**config.mk**
```make
export PLATFORM = sky130hd
export DESIGN_NAME = fwd_hazard_unit
export DESIGN_NICKNAME = d
export VERILOG_FILES = /design/src/rtl/pipe_pkg.sv /design/src/rtl/fwd_port_sel.sv /design/src/rtl/fwd_hazard_unit.sv
export SDC_FILE = /design/constraint.sdc
export NUM_CORES = 1
export LEC_CHECK = 0
export ABC_AREA = 0
export CELL_PAD_IN_SITES_DETAIL_PLACEMENT = 0
export CELL_PAD_IN_SITES_GLOBAL_PLACEMENT = 1
export CORE_MARGIN = 4
export CORE_UTILIZATION = 25
export CTS_BUF_LIST = sky130_fd_sc_hd__clkbuf_8
export CTS_CLUSTER_SIZE = 30
export DETAILED_ROUTE_END_ITERATION = 12
export PLACE_DENSITY_LB_ADDON = 0.2
export SYNTH_ARGS = -nofsm -noshare
export SYNTH_HDL_FRONTEND = slang
export SYNTH_HIERARCHICAL = 1
export SYNTH_SLANG_ARGS = --single-unit
```
**constraint.sdc**
```tcl
create_clock -name Clk -period 3.4 [get_ports Clk]
set_input_delay 0.34 -clock Clk [delete_from_list [all_inputs] [get_ports Clk]]
set_output_delay 0.34 -clock Clk [all_outputs]
set_load 0.1 [all_outputs]
```
**src/rtl/pipe_pkg.sv**
```systemverilog
// Shared pipeline constants for the forwarding/hazard unit: stage indices,
// forwarding-select encodings and the default-sized shadow entry.
package pipe_pkg;

  localparam int AW = 5;
  localparam int TW = 2;

  localparam int ST_E = 0;
  localparam int ST_M = 1;
  localparam int ST_W = 2;

  localparam logic [1:0] FWD_RF = 2'd0;
  localparam logic [1:0] FWD_E  = 2'd1;
  localparam logic [1:0] FWD_M  = 2'd2;
  localparam logic [1:0] FWD_W  = 2'd3;

  typedef struct packed {
    logic          we;
    logic [AW-1:0] dst;
    logic [TW-1:0] tnew;
  } shadow_t;

  localparam shadow_t BUBBLE = '0;

endpackage

```
**src/rtl/fwd_port_sel.sv**
```systemverilog
// One read port: finds the youngest in-flight writer of the requested register,
// forwards its result when ready, otherwise flags a hazard if it arrives too late.
module fwd_port_sel #(
  parameter int DW     = 32,
  parameter int AW     = 5,
  parameter int TW     = 2,
  parameter int NSTAGE = 3
) (
  input  logic [NSTAGE-1:0]    ent_we_i,
  input  logic [NSTAGE*AW-1:0] ent_dst_i,
  input  logic [NSTAGE*TW-1:0] ent_tnew_i,
  input  logic [AW-1:0]        rd_addr_i,
  input  logic [TW-1:0]        rd_tuse_i,
  input  logic [DW-1:0]        rd_rf_i,
  input  logic [NSTAGE*DW-1:0] stage_data_i,
  output logic [DW-1:0]        fwd_data_o,
  output logic [1:0]           fwd_sel_o,
  output logic                 hazard_o
);
  import pipe_pkg::*;

  logic          hit;
  logic [TW-1:0] hit_tnew;
  logic [DW-1:0] hit_data;
  logic [1:0]    hit_sel;

  // Scan oldest to youngest so the youngest match overwrites and shadows the rest.
  always_comb begin
    hit      = 1'b0;
    hit_tnew = '0;
    hit_data = '0;
    hit_sel  = FWD_RF;
    for (int s = NSTAGE - 1; s >= 0; s--) begin
      if (ent_we_i[s] && (ent_dst_i[s*AW +: AW] == rd_addr_i) && (rd_addr_i != '0)) begin
        hit      = 1'b1;
        hit_tnew = ent_tnew_i[s*TW +: TW];
        hit_data = stage_data_i[s*DW +: DW];
        hit_sel  = 2'(s + 1);
      end
    end
  end

  always_comb begin
    fwd_data_o = rd_rf_i;
    fwd_sel_o  = FWD_RF;
    hazard_o   = 1'b0;
    if (hit) begin
      if (hit_tnew == '0) begin
        fwd_data_o = hit_data;
        fwd_sel_o  = hit_sel;
      end else begin
        hazard_o = (hit_tnew > rd_tuse_i);
      end
    end
  end

endmodule

```
**src/rtl/fwd_hazard_unit.sv**
```systemverilog
// D-stage forwarding and stall controller: a shadow pipe of in-flight register
// writes (E, M, W) with Tnew countdown, feeding one selector per read port.
module fwd_hazard_unit #(
  parameter int DW     = 32,
  parameter int AW     = 5,
  parameter int NRD    = 2,
  parameter int NSTAGE = 3,
  parameter int TW     = 2
) (
  input  logic                 Clk,
  input  logic                 Reset,
  input  logic                 issue_valid,
  input  logic                 issue_we,
  input  logic [AW-1:0]        issue_dst,
  input  logic [TW-1:0]        issue_tnew,
  input  logic                 flush,
  input  logic [NRD*AW-1:0]    rd_addr,
  input  logic [NRD*TW-1:0]    rd_tuse,
  input  logic [NRD*DW-1:0]    rd_rf,
  input  logic [NSTAGE*DW-1:0] stage_data,
  output logic                 stall,
  output logic [NRD*DW-1:0]    fwd_data,
  output logic [NRD*2-1:0]     fwd_sel
);
  import pipe_pkg::*;

  typedef struct packed {
    logic          we;
    logic [AW-1:0] dst;
    logic [TW-1:0] tnew;
  } entry_t;

  entry_t entry_q [NSTAGE];
  entry_t entry_d [NSTAGE];

  logic                 issue_ok;
  logic [NRD-1:0]       hazard;
  logic [NSTAGE-1:0]    ent_we;
  logic [NSTAGE*AW-1:0] ent_dst;
  logic [NSTAGE*TW-1:0] ent_tnew;

  // A stalled or flushed issue becomes a bubble; older entries keep moving.
  assign issue_ok = issue_valid & ~stall & ~flush;

  always_comb begin
    for (int s = 0; s < NSTAGE; s++) begin
      entry_d[s] = '0;
    end
    if (issue_ok) begin
      entry_d[ST_E].we   = issue_we;
      entry_d[ST_E].dst  = issue_dst;
      entry_d[ST_E].tnew = issue_tnew;
    end
    for (int s = 1; s < NSTAGE; s++) begin
      entry_d[s] = entry_q[s-1];
      if (entry_q[s-1].tnew != '0) begin
        entry_d[s].tnew = entry_q[s-1].tnew - 1'b1;
      end
    end
  end

  always_ff @(posedge Clk) begin
    for (int s = 0; s < NSTAGE; s++) begin
      if (Reset) begin
        entry_q[s] <= '0;
      end else begin
        entry_q[s] <= entry_d[s];
      end
    end
  end

  for (genvar s = 0; s < NSTAGE; s++) begin : g_flat
    assign ent_we[s]               = entry_q[s].we;
    assign ent_dst[s*AW +: AW]     = entry_q[s].dst;
    assign ent_tnew[s*TW +: TW]    = entry_q[s].tnew;
  end

  for (genvar p = 0; p < NRD; p++) begin : g_port
    fwd_port_sel #(
      .DW     (DW),
      .AW     (AW),
      .TW     (TW),
      .NSTAGE (NSTAGE)
    ) u_sel (
      .ent_we_i     (ent_we),
      .ent_dst_i    (ent_dst),
      .ent_tnew_i   (ent_tnew),
      .rd_addr_i    (rd_addr[p*AW +: AW]),
      .rd_tuse_i    (rd_tuse[p*TW +: TW]),
      .rd_rf_i      (rd_rf[p*DW +: DW]),
      .stage_data_i (stage_data),
      .fwd_data_o   (fwd_data[p*DW +: DW]),
      .fwd_sel_o    (fwd_sel[p*2 +: 2]),
      .hazard_o     (hazard[p])
    );
  end

  assign stall = |hazard;

endmodule

```
==> out/results.txt, run 1 <==
Status: finished, final reports clean
Worst hold path class: register to register
EDFF count, synth: 0
Die Y: 133 um
Via count: 4992
Cell count after placement: 996
Final min period: 3.32 ns
DR pass1 iterations: 5
Main flop type after synthesis: dfxtp_1
Biggest regs: entry_q (24)
Worst R2R Path Depth: 12
DR WL met2: 9520 um
TritonCTS clock tree: yes
Critical path launch point: rd_addr[0]
Final Non-Filler Cells: 1012
Leak pwr: 0.00329 uW
Seq cells post-synth: 24
Yosys warnings: 6
MaxCap Viol Count: 0
Remaining antenna violation count after routing: 0
Clock Pin Slew Worst Setup and Hold Paths: 0.08 ns
Detailed Place HPWL: 14400 um
Antenna cells: 0
Post-synth top area cell: mux2_4
Startpoint Class: primary input
# clock sinks: 24
DR WL met3: 984 um
Pre-CTS setup slack: -0.173 ns
Std-Cell Core Area: 15300 um^2
Pwr Density: 177 nW/um^2
Post-Syn Nets: 718
Most frequent cells in the layout: clkdlybuf4s50_1, buf_12, nand2_1, nor2_1, nand3_1
Critical path required time: 3.06 ns
Yosys top cell area share: 0.231
Crit share post-route: 0.977
Worst-margin pin slew: 1.05 ns
Maximum operating frequency: 301 MHz
Largest net degree at the start of global routing: 41
Chip width: 133 um
WL/cell: 18.6 um
Area Overhead vs Synth: 104%
Routed vias/inst: 4.93
CTS Buffer Depth: 2
Cells after synthesis: 528
H-tree levels: 1
Most common cell after layout, fill and taps aside: clkdlybuf4s50_1
Clock Skews: 0.00287 ns
Initial Util: 0.256
R2R Path Start: entry_q[1][3]$_SDFF_PP0_
Rows: 45
I/O Buffers: 254
Max FO, Critical Path: 4
Crit end category: output pin
Final Util: 0.523
CTS Hold Bufs: 0
Post-Place Cell Area: 7620 um^2
Sequential share of the synthesized area: 0.123
DRT iter0 DRCs: 314
Hold Path Depth: 1
Slew headroom: 0.297
Post-route setup slack: 0.0775 ns
Vias in the first global route: 5035
Reg with most FFs: entry_q
Final number of setup-violating endpoints: 0
Max FFs per register: 24
Slew Viols, Final: 0
M1 WL: 7930 um
Ys async rst share: 0
Clock Latency Late Sink: 0.26 ns
DR top layer: met4
CTS Buf Count: 3
Placer congestion estimate: 0.863
Total Routing Usage GR: 0.199
Synth top area cells: mux2_4, dfxtp_1, a31oi_1, nand3_1, nor2_1
Post-synth cell types: 35
First-pass GRT wire length: 28400 um
DRC errors left: 0
Cell area after layout: 7980 um^2
Final WL: 18800 um
Num ports: 255
Crit path DAT: 2.98 ns
Mapped cell area: 3900 um^2
Min-delay src: entry_q[0][7]$_SDFF_PP0_
Initial antenna violation count: 0
DIE AREA: 17700 um^2
Hold Vio Cnt, Final: 0
Post-synthesis area per instance: 7.40 um^2
Worst VDD drop: 0.201 mV
Filler cells: 1424
Gr ovfl total: 0
Fraction of layout cells with a size suffix above 1: 0.302
Root buffer cell: clkbuf_8
Kind of critical path: primary input to output pin
Final Net Count: 992
-- power breakdown --
group / switching (uW) / internal [uW] / leakage [uW]
sequential: 5.51 / 286 / 0.000194
clock: 84.1 / 157 / 0.0000357
combinational: 449 / 433 / 0.00306
-- worst paths after layout --
path	end	slack, ns
setup / recovery	stall	0.08
hold / removal	entry_q[1][7]$_SDFF_PP0_	0.49
setup reg to reg	entry_q[0][4]$_SDFF_PP0_	0.53
hold reg to reg	entry_q[1][7]$_SDFF_PP0_	0.49
-- metrics by stage --
step	setup TNS, ns	hold slack (ns)	power [uW]
after global placement	-2.52	0.469	1170
final	0	0.486	1410
after floorplan	-0.0290	0.412	724
after CTS	0	0.488	1420
after global routing	-0.0218	0.502	1460
after detailed placement	-6.20	0.477	1170
-- final cells by class --
cell class	instances	area, um^2	area share
Timing Repair Buffer	314	3840	0.482
Multi-Input combinational cell	443	3260	0.409
Clock buffer	3	41.3	0.00517
Tap cell	211	264	0.0331
Inverter	16	60.1	0.00753
Clock inverter	1	30.0	0.00376
Sequential cell	24	480	0.0602
-- synth_stat cells, types with 4 or more instances --
cell	count
nor2_1	74
nand2_1	68
nand3_1	66
a31oi_1	64
mux2_4	60
xnor2_1	30
clkbuf_1	24
dfxtp_1	24
inv_1	16
nor2b_1	12
nor4_2	8
buf_2	7
buf_6	7
a21oi_1	6
buf_1	6
nand4_1	6
nor3_1	6
a311oi_2	4
ha_1	4
mux2_2	4
or2_2	4
or3_1	4
-- layer usage --
metal,vias to the layer above,track usage
met5,-,0
met4,0,0.0473
met3,26,0.0228
met2,206,0.367
met1,2333,0.244
li1,2427,-
-- kinds of logic (layout without fill, tap and decap cells) --
family,after synthesis,count (layout),synth area share
adders and majority gates,4,4,0.0128
DFF,24,24,0.123
and+or+nand+nor,262,263,0.325
AOI/OAI and AO/OA,82,82,0.153
xor gates and xnor gates,30,30,0.0673
muxes,64,64,0.242
buffers and inverters,62,334,0.0772
-- critical path: stages --
cell	delay, ns
dlygate4sd2_1	0.24
or4_4	0.58
nor2_4	0.18
nor3_4	0.08
a311oi_2	0.32
nor2_1	0.09
ha_1	0.33
a21oi_2	0.14
a21oi_1	0.05
and3_1	0.19
or2_4	0.26
buf_12	0.17
-- what timing repair did --
| action | CTS | global route |
|---|---|---|
| pin swaps | 16 | 17 |
| gates resized for setup | 30 | 5 |
| endpoints found under the setup margin | 65 | 27 |
| gates cloned | 3 | 1 |
| buffers inserted | 5 | 3 |
(Power assumes the default switching activity.)
==> inputs of run 2 (changes only) <==
PLACE_DENSITY_LB_ADDON = 0.1   (was 0.2)
==> run 2 against run 1 <==
  * Global-route usage barely moved
  * Worst hold slack improved by 0.0054 ns
  * Via count fell by 1.1%
  * Utilization rose by 0.11 points
  * Clock skew barely moved
  * Sequential power barely moved
  * Wire length rose by 0.58%
  * Non-clock buffer count fell by 4
  * Sequential share of layout area barely moved
  * Worst setup slack got worse by 0.0012 ns
  * Count of clock-buffer cells in the layout rose by 1
  * Clock power fell by 24%
  * Critical endpoint is now fwd_data[6]
==> out/results.txt, run 2 (same netlist as run 1, synthesis figures left out) <==
Final WL: 18900 um
Hold Path End: entry_q[1][7]$_SDFF_PP0_
Fraction of layout cells with a size suffix above 1: 0.298
Most common cell after layout, fill and taps aside: clkdlybuf4s50_1
Vias in the first global route: 5123
Register area: 480 um^2
Area Overhead vs Synth: 105%
DRT iter0 DRCs: 328
MaxCap Viol Count: 0
Hold Vio Cnt, Final: 0
R2R Path Start: entry_q[1][3]$_SDFF_PP0_
Filler cells: 1460
Max FO, Critical Path: 5
First-pass GRT wire length: 28400 um
Detailed Place HPWL: 14500 um
Worst R2R Path Depth: 12
Crit share post-route: 0.978
I/O Buffers: 254
DR pass1 iterations: 5
R2R Setup Slk: 0.57 ns
Worst-margin pin slew: 0.934 ns
Biggest regs: entry_q (24)
Critical path required time: 3.06 ns
Kind of critical path: primary input to output pin
CP max-delay cell: or4_4
Status: finished, final reports clean
Clock Skews: 0.00275 ns
Min-delay src: entry_q[0][7]$_SDFF_PP0_
Startpoint Class: primary input
CTS Buffer Depth: 2
Hold Path Depth: 1
Worst VDD drop: 0.198 mV
Remaining antenna violation count after routing: 0
Final Non-Filler Cells: 1007
Clock Pin Slew Worst Setup and Hold Paths: 0.08 ns
Clock Latency Late Sink: 0.25 ns
Final hold slack: 0.492 ns
Crit-path cells: dlygate4sd2_1 -> or4_4 -> o211ai_4 -> or2_4 -> a311oi_2 -> buf_4 -> o221ai_4 -> buf_12 -> bufbuf_16 -> mux2_4 -> buf_12
TritonCTS clock tree: yes
Chip width: 133 um
Largest net degree at the start of global routing: 57
Total Routing Usage GR: 0.199
Rows: 45
Std-Cell Core Area: 15300 um^2
Most frequent cells in the layout: clkdlybuf4s50_1, buf_12, nand2_1, nor2_1, nand3_1
Cell count after placement: 993
Slew Viols, Final: 0
Slew headroom: 0.376
Area of the multi-input gates: 3260 um^2
Crit path largest cell delay: 0.58 ns
Root buffer cell: clkbuf_8
Final number of setup-violating endpoints: 0
Antenna cells: 0
TNS Setup: 0 ns
Maximum operating frequency: 301 MHz
Worst path most repeated cell: buf_12
WL/cell: 18.8 um
Total Power: 1350 uW
Leak pwr: 0.00332 uW
Pwr Density: 169 nW/um^2
Max FFs per register: 24
Initial Util: 0.256
Die Y: 133 um
Reg2Reg Capture Point: entry_q[0][4]$_SDFF_PP0_
Placer congestion estimate: 0.867
Worst hold path class: register to register
Pre-CTS setup slack: -0.153 ns
Post-route setup slack: 0.0763 ns
H-tree levels: 1
CTS Buf Count: 3
CTS Hold Bufs: 0
Via count: 4937
# clock sinks: 24
DRC errors left: 0
Final min period: 3.32 ns
Num ports: 255
Reg with most FFs: entry_q
Gr ovfl total: 0
Crit path DAT: 2.98 ns
Crit end category: output pin
Initial antenna violation count: 0
Routed vias/inst: 4.90
DIE AREA: 17700 um^2
Final Net Count: 987
==> run 2: cell types whose count changed in the layout (fill, tap and decap cells not counted), sizes merged <==
| cell | delta |
|---|---|
| bufinv | -1 |
| clkbuf | +3 |
| dlymetal6s2s | +5 |
| buf | -6 |
| nor2 | -1 |
| dlygate4sd2 | -5 |
==> run 2: critical path: cells and delay by family <==
kind,cells,cell delay [ns]
buffers and inverters,5,0.98
AOI/OAI and AO/OA,3,0.58
muxes,1,0.31
and+or+nand+nor,2,0.77
==> run 2: layout make-up <==
type	instances	share of cell area
Sequential cell	24	0.0601
Inverter	16	0.00751
Tap cell	211	0.0330
Clock buffer	4	0.00689
Multi-Input combinational cell	442	0.408
Timing Repair Buffer	310	0.485
==> run 2: stage by stage <==
step,utilization,instance area (um^2)
floorplan,-,3920
global placement,0.498,7600
detailed placement,0.498,7600
CTS,0.513,7830
global route,0.524,8000
finish,0.524,8000
==> run 2: report_power, final <==
| group | total (uW) | internal (uW) | switching [uW] |
|---|---|---|---|
| Combinational | 879 | 431 | 448 |
| Sequential | 291 | 286 | 5.76 |
| Clock | 182 | 103 | 79.4 |
==> run 2: repair_timing <==
| action | in CTS | in global routing |
|---|---|---|
| cloned | 2 | 3 |
| pin swaps | 8 | 11 |
| endpoints found under the setup margin | 48 | 65 |
| resized for setup | 21 | 17 |
| endpoints found under the hold margin | 0 | 0 |
| buffers inserted | 3 | 2 |
==> run 2: worst max path at each step <==
stage | slack, ns | cells past startpoint | endpoint | startpoint
finish | 0.08 | 11 | fwd_data[6] | rd_addr[0]
CTS | -0.05 | 14 | stall | rd_addr[5]
detailed placement | -0.15 | 13 | stall | rd_addr[3]
global route | -0.007 | 11 | fwd_data[13] | rd_addr[0]
floorplan | -0.01 | 8 | fwd_sel[1] | rd_addr[1]
global placement | -0.11 | 13 | stall | rd_addr[3]
==> run 2: per-layer routing <==
layer	part of all wire	global-route usage	wire, um	vias to the layer above
met5	0	0	0	-
met4	0.019	0.0554	352	0
met3	0.048	0.0209	906	24
met2	0.52	0.362	9760	203
met1	0.42	0.247	7920	2290
li1	-	-	-	2420
